<file path="src/rtl/hwag_sync_pkg.sv">
// Shared types for the HWAG crank-wheel gap synchroniser.
package hwag_sync_pkg;

    typedef enum logic [2:0] {
        STOP   = 3'd0,
        FILL   = 3'd1,
        SEARCH = 3'd2,
        VERIFY = 3'd3,
        SYNC   = 3'd4
    } state_t;

    localparam int HIST_DEPTH = 3;

    function automatic int conf_width(input int confirm);
        return $clog2(confirm + 1);
    endfunction

endpackage

</file>
<file path="src/rtl/hwag_period_capture.sv">
// Tooth period timer with 3-deep capture history, history count, stall and noise flags.
module hwag_period_capture
    import hwag_sync_pkg::*;
#(
    parameter int WIDTH = 24
) (
    input  logic             clk,
    input  logic             rst,
    input  logic             ena,
    input  logic             edge_i,
    input  logic [WIDTH-1:0] min_i,
    input  logic [WIDTH-1:0] max_i,
    output logic [WIDTH-1:0] cap0,
    output logic [WIDTH-1:0] cap1,
    output logic [WIDTH-1:0] cap2,
    output logic [1:0]       hist_cnt,
    output logic             evt,
    output logic             noise,
    output logic             stall
);
    localparam logic [WIDTH-1:0] ALL_ONES = '1;
    localparam logic [1:0]       HIST_FULL = 2'(HIST_DEPTH);

    logic [WIDTH-1:0] timer;
    logic [WIDTH-1:0] period_now;
    logic             noise_now;

    assign period_now = (timer == ALL_ONES) ? timer : timer + WIDTH'(1);
    // The first edge out of STOP has no meaningful period, so it is never noise.
    assign noise_now  = (hist_cnt != 2'd0) && (period_now <= min_i);
    assign stall      = ~edge_i & ~evt & (timer >= max_i);

    always_ff @(posedge clk or posedge rst) begin
        if (rst) begin
            timer    <= '0;
            cap0     <= '0;
            cap1     <= '0;
            cap2     <= '0;
            hist_cnt <= '0;
            evt      <= 1'b0;
            noise    <= 1'b0;
        end else if (ena) begin
            evt   <= edge_i;
            noise <= edge_i & noise_now;
            if (edge_i) begin
                cap2  <= cap1;
                cap1  <= cap0;
                cap0  <= period_now;
                timer <= '0;
                if ((hist_cnt == 2'd0) || noise_now)
                    hist_cnt <= 2'd1;
                else if (hist_cnt != HIST_FULL)
                    hist_cnt <= hist_cnt + 2'd1;
            end else begin
                if (timer != ALL_ONES)
                    timer <= timer + WIDTH'(1);
                if (stall)
                    hist_cnt <= '0;
            end
        end
    end

endmodule

</file>
<file path="src/rtl/hwag_gap_sync.sv">
// Crank-wheel synchroniser: gap detection and tooth-count sync FSM over captured periods.
//   state  | meaning
//   STOP   | no edges / stalled, history empty
//   FILL   | collecting periods until the 3-deep history is full
//   SEARCH | history full, looking for the first gap
//   VERIFY | gap seen, counting teeth until CONFIRM correctly spaced gaps
//   SYNC   | locked; gap_o pulses once per revolution
module hwag_gap_sync
    import hwag_sync_pkg::*;
#(
    parameter int WIDTH      = 24,
    parameter int TCNT_WIDTH = 8,
    parameter int GAP_SHIFT  = 1,
    parameter int CONFIRM    = 2
) (
    input  logic                  clk,
    input  logic                  rst,
    input  logic                  ena,
    input  logic                  edge_i,
    input  logic [WIDTH-1:0]      min_i,
    input  logic [WIDTH-1:0]      max_i,
    input  logic [TCNT_WIDTH-1:0] tooth_total_i,
    output logic                  sync_o,
    output logic                  gap_o,
    output logic                  err_o,
    output logic [TCNT_WIDTH-1:0] tooth_cnt_o,
    output logic [WIDTH-1:0]      period_o,
    output logic [2:0]            state_o
);
    localparam int            CW       = conf_width(CONFIRM);
    localparam logic [CW-1:0] CONF_MAX = CW'(CONFIRM);

    logic [WIDTH-1:0]      cap0, cap1, cap2, cap1_scaled;
    logic [1:0]            hist_cnt;
    logic                  evt, noise, stall;
    logic                  gap_det, last_tooth;
    state_t                state, state_nx;
    logic [TCNT_WIDTH-1:0] tcnt, tcnt_nx;
    logic [CW-1:0]         conf, conf_nx;
    logic                  gap_nx, err_nx;

    hwag_period_capture #(.WIDTH(WIDTH)) u_capture (
        .clk      (clk),
        .rst      (rst),
        .ena      (ena),
        .edge_i   (edge_i),
        .min_i    (min_i),
        .max_i    (max_i),
        .cap0     (cap0),
        .cap1     (cap1),
        .cap2     (cap2),
        .hist_cnt (hist_cnt),
        .evt      (evt),
        .noise    (noise),
        .stall    (stall)
    );

    // cap1 is the candidate gap; it must dwarf both of its neighbours.
    assign cap1_scaled = cap1 >> GAP_SHIFT;
    assign gap_det     = (hist_cnt == 2'(HIST_DEPTH)) && (cap0 < cap1_scaled) && (cap2 < cap1_scaled);
    assign last_tooth  = (tcnt == tooth_total_i - TCNT_WIDTH'(1));

    always_comb begin
        state_nx = state;
        tcnt_nx  = tcnt;
        conf_nx  = conf;
        gap_nx   = 1'b0;
        err_nx   = 1'b0;
        if (evt) begin
            if (noise) begin
                err_nx   = 1'b1;
                state_nx = FILL;
            end else begin
                case (state)
                    STOP: state_nx = FILL;
                    FILL: if (hist_cnt == 2'(HIST_DEPTH)) state_nx = SEARCH;
                    SEARCH: begin
                        if (gap_det) begin
                            tcnt_nx  = '0;
                            conf_nx  = CW'(1);
                            state_nx = (CONFIRM == 1) ? SYNC : VERIFY;
                        end
                    end
                    VERIFY, SYNC: begin
                        if (gap_det && last_tooth) begin
                            tcnt_nx = '0;
                            gap_nx  = 1'b1;
                            if (conf != CONF_MAX)
                                conf_nx = conf + CW'(1);
                            if (conf_nx == CONF_MAX)
                                state_nx = SYNC;
                        end else if (gap_det) begin
                            err_nx   = 1'b1;
                            tcnt_nx  = '0;
                            conf_nx  = CW'(1);
                            state_nx = VERIFY;
                        end else if (last_tooth) begin
                            err_nx   = 1'b1;
                            state_nx = SEARCH;
                        end else begin
                            tcnt_nx = tcnt + TCNT_WIDTH'(1);
                        end
                    end
                    default: state_nx = STOP;
                endcase
            end
        end else if (stall) begin
            state_nx = STOP;
        end
    end

    always_ff @(posedge clk or posedge rst) begin
        if (rst) begin
            state <= STOP;
            tcnt  <= '0;
            conf  <= '0;
            gap_o <= 1'b0;
            err_o <= 1'b0;
        end else if (ena) begin
            state <= state_nx;
            tcnt  <= tcnt_nx;
            conf  <= conf_nx;
            gap_o <= gap_nx;
            err_o <= err_nx;
        end
    end

    assign sync_o      = (state == SYNC);
    assign tooth_cnt_o = ((state == VERIFY) || (state == SYNC)) ? tcnt : '0;
    assign period_o    = cap0;
    assign state_o     = state;

endmodule
</file>
<file path="config.mk">
export PLATFORM = sky130hd
export DESIGN_NAME = hwag_gap_sync
export DESIGN_NICKNAME = d
export VERILOG_FILES = /design/src/rtl/hwag_sync_pkg.sv /design/src/rtl/hwag_period_capture.sv /design/src/rtl/hwag_gap_sync.sv
export SDC_FILE = /design/constraint.sdc
export NUM_CORES = 1
export LEC_CHECK = 0
export ABC_AREA = 1
export BUFFER_PORTS_ARGS = -buffer_cell sky130_fd_sc_hd__buf_2
export CAP_MARGIN = 30
export CORE_MARGIN = 2
export CORE_UTILIZATION = 40
export CTS_CLUSTER_DIAMETER = 150
export DETAILED_ROUTE_END_ITERATION = 10
export PLACE_DENSITY = 0.62
export SKIP_CTS_REPAIR_TIMING = 1
export SYNTH_ARGS = -nofsm -noshare
export SYNTH_HDL_FRONTEND = slang
export SYNTH_SLANG_ARGS = --single-unit
</file>
<file path="constraint.sdc">
create_clock -name clk -period 6.21 [get_ports clk]
set_input_delay 0.9315 -clock clk [delete_from_list [all_inputs] [get_ports clk]]
set_output_delay 0.9315 -clock clk [all_outputs]
set_load 0.02 [all_outputs]
</file>
==> flow_summary_export.csv <==
group,metric,value,unit
run_status,status,"finished, final reports clean",
timing,worst_pin_slew,0.8681,ns
critical_path,r2r-start,"u_capture.timer[2]$_DFFE_PP0P_",
power_and_ir_drop,seqPwrFrac,40.1,%
power_and_ir_drop,clockPowerShare,46.9,%
timing,relSlewSlack,41.81,%
placement,preCtsSetupSlack,2.573,ns
yosys,yosys.area_share.adder,15.79,%
critical_path,r2r_cells,19,
critical_path,critical_path_required,6.49,ns
layout,final_common_cell,"nand2_1",
clocking,cts_tree,"yes",
placement,place_congestion,0.8514,
routing,wire_per_inst,12.86,um
floorplan,die_y,146.2,um
routing,routed_via_density,4.702,
layout,antenna_cells,0,
clocking,clk_pin_slew_worst_paths,0.05,ns
timing,finalHoldViolCount,0,
power_and_ir_drop,p_sw_share,26.14,%
timing,fin_skew,0.01032,ns
power_and_ir_drop,power.total,0.001995,W
critical_path,end_kind,"register",
critical_path,critPathLaunchType,"register",
timing,drv_slew,0,
yosys,synth_edf_count,0,
critical_path,critPathLaunch,"u_capture.timer[2]$_DFFE_PP0P_",
power_and_ir_drop,power.internal,0.001473,W
global_route,antenna_found_initial,0,
routing,dr.pass1.iters,5,
clocking,htreeDepth,4,
routing,drcViolationCount,0,
yosys,synthMuxAreaShare,0,%
floorplan,die_w,146.2,um
critical_path,critPathCapture,"u_capture.hist_cnt[1]$_DFFE_PP0P_",
clocking,cts-root-buf,"clkbuf_16",
timing,max_freq,290.0,MHz
floorplan,ios,98,
timing,post-route-period-util,55.52,%
routing,ant_nets,0,
run,drv_cap,0,
power_and_ir_drop,power_density,211.9,nW/um^2
yosys,synth_compound_area_share,10.93,%
timing,whs,0.4743,ns
routing,drtIter0Drc,367,
yosys,synthXorXnorAreaFrac,4.226,%
global_route,grt_use_total,18.16,%
timing,finalWorstSetupSlack,2.762,ns
critical_path,r2r-end,"u_capture.hist_cnt[1]$_DFFE_PP0P_",
yosys,netlist-cell-type-count,34,
power_and_ir_drop,ir_worst_vdd,0.1384,mV
layout,nNetsFinal,1335,
power_and_ir_drop,switchingPower,0.0005214,W
placement,dp_hpwl,14.39,mm
power_and_ir_drop,combPwrFrac,13.1,%
global_route,grt_start_max_net_pins,95,
yosys,synth_area,8083,um^2
yosys,syn_nets,1238,
yosys,yosysWarningCount,0,
yosys,synthCells,1076,
yosys,ys_ff_latch,115,
yosys,avgSynthCellArea,7.512,um^2
clocking,clock_latency,0.41,ns
yosys,synth_seq_area_share,35.60,%
routing,wirelength,18.64,mm
clocking,cts-buffers-inserted,17,
global_route,overflow,0,
yosys,synth-simple-area-share,23.45,%
power_and_ir_drop,p_leak,5.193,nW
global_route,grt_pass1_vias,6654,
layout,final_cell_mix,"nand2_1, inv_1, dfrtp_1",
yosys,synthArstFlopShare,100.0,%
layout,area_growth_syn_to_layout,16.46,%
timing,rsz0062_at_grt,"false",
critical_path,r2r_slack,2.76,ns
critical_path,cp.arrival,3.73,ns
layout,layout-drive-gt1-share,13.08,%
clocking,cts.sinks,115,
floorplan,core-area,19650,um^2
placement,portBuffers,97,
timing,setup_viol_count_final,0,
critical_path,cp_max_fo,5,
global_route,grt_pass1_wl,31.74,mm
yosys,synth_top_family_by_area,"simple AND/OR/NAND/NOR gates",
worst_hold_path,min_path_type,"reg -> reg",
critical_path,path_class,"reg -> reg",
clocking,cts_buffer_depth,2,
timing,setup_tns,0,ns
floorplan,rows,51,
routing,num_vias,6818,
layout,finish.utilization,47.89,%
floorplan,floorplan.initialDensity,41.13,%
floorplan,design.die.area,21360,um^2
timing,fin_crit,3.448,ns
yosys,synthFlopType,"dfrtp_1",
critical path: stages, from the launching register on:
cell     delay (ns)
dfrtp_1        0.43
nand3_1        0.15
nor3_2         0.29
inv_2          0.10
nor2_4         0.14
nand2_1        0.14
nor3_1         0.21
xor2_1         0.13
nor2_1         0.21
inv_1          0.08
ha_1           0.29
nand2_1        0.08
nor2_1         0.12
nand4_1        0.16
nor2_1         0.18
nand3_1        0.17
nand4_1        0.16
nand3_1        0.13
nand2_1        0.08
o21ai_0        0.09
layer usage:
metal	GRT usage (%)	up-vias	wire length, um
li1	-	3611	-
met1	25.39	3064	9304
met2	28.89	116	8388
met3	2.719	27	601
met4	6.117	0	349
met5	0	-	0
area by class of cell:
type                            count  area (um^2)
Clock buffer                       27        523.0
Clock inverter                      4        45.04
Fill cell                        2015        10240
Inverter                          184        693.2
Multi-Input combinational cell    753         4399
Sequential cell                   115         2878
Tap cell                          265        331.6
Timing Repair Buffer              102        543.0
sequential cells by signal, summed over array words and instances, names as in the netlist:
signal,flops
u_capture.cap0,24
u_capture.cap1,24
u_capture.cap2,24
u_capture.timer,24
tcnt,8
state_o,3
conf,2
u_capture.hist_cnt,2
err_o,1
gap_o,1
u_capture.evt,1
u_capture.noise,1
worst min path at each step:
stage,slack (ns),depth (start not counted),start,to
floorplan,0.44,2,conf[1]$_DFFE_PP0P_,conf[1]$_DFFE_PP0P_
detailed placement,0.47,2,conf[1]$_DFFE_PP0P_,conf[1]$_DFFE_PP0P_
global placement,0.46,2,conf[1]$_DFFE_PP0P_,conf[1]$_DFFE_PP0P_
finish,0.47,2,conf[1]$_DFFE_PP0P_,conf[1]$_DFFE_PP0P_
global route,0.51,2,u_capture.cap2[12]$_DFFE_PP0P_,u_capture.cap2[12]$_DFFE_PP0P_
CTS,0.48,2,conf[1]$_DFFE_PP0P_,conf[1]$_DFFE_PP0P_
cell usage after synthesis, drive strengths merged, types with 16 or more instances:
master / n / share of area (%)
nand2: 302 / 14
inv: 183 / 8.5
dfrtp: 115 / 36
o21ai: 105 / 6.7
ha: 102 / 16
nor2: 75 / 4.0
a21oi: 37 / 2.3
nand3: 35 / 2.3
xor2: 33 / 3.6
nor3: 17 / 1.3
clkbuf: 16 / 0.74
stage by stage:
step                area [um^2]  instances
finish                     9413       1450
global route               9413       1450
CTS                        9385       1449
detailed placement         8817       1418
global placement           8817       1418
floorplan                  8083       1076
power groups by stage:
| stage | clock (W) | combinational, W | sequential, W |
|---|---|---|---|
| detailed placement | 0 | 0.000263 | 0.000811 |
| CTS | 0.000956 | 0.000265 | 0.000799 |
| floorplan | 0 | 0.000170 | 0.000817 |
| finish | 0.000935 | 0.000261 | 0.000799 |
| global route | 0.000984 | 0.000306 | 0.000802 |
| global placement | 0 | 0.000259 | 0.000811 |
logic make-up after synthesis:
logic type,Yosys count
compound gates,163
xor+xnor,39
fa+ha+maj,102
buf+inv,208
flops,115
simple gates,449
No activity file was read; power rests on OpenSTA's default activity.
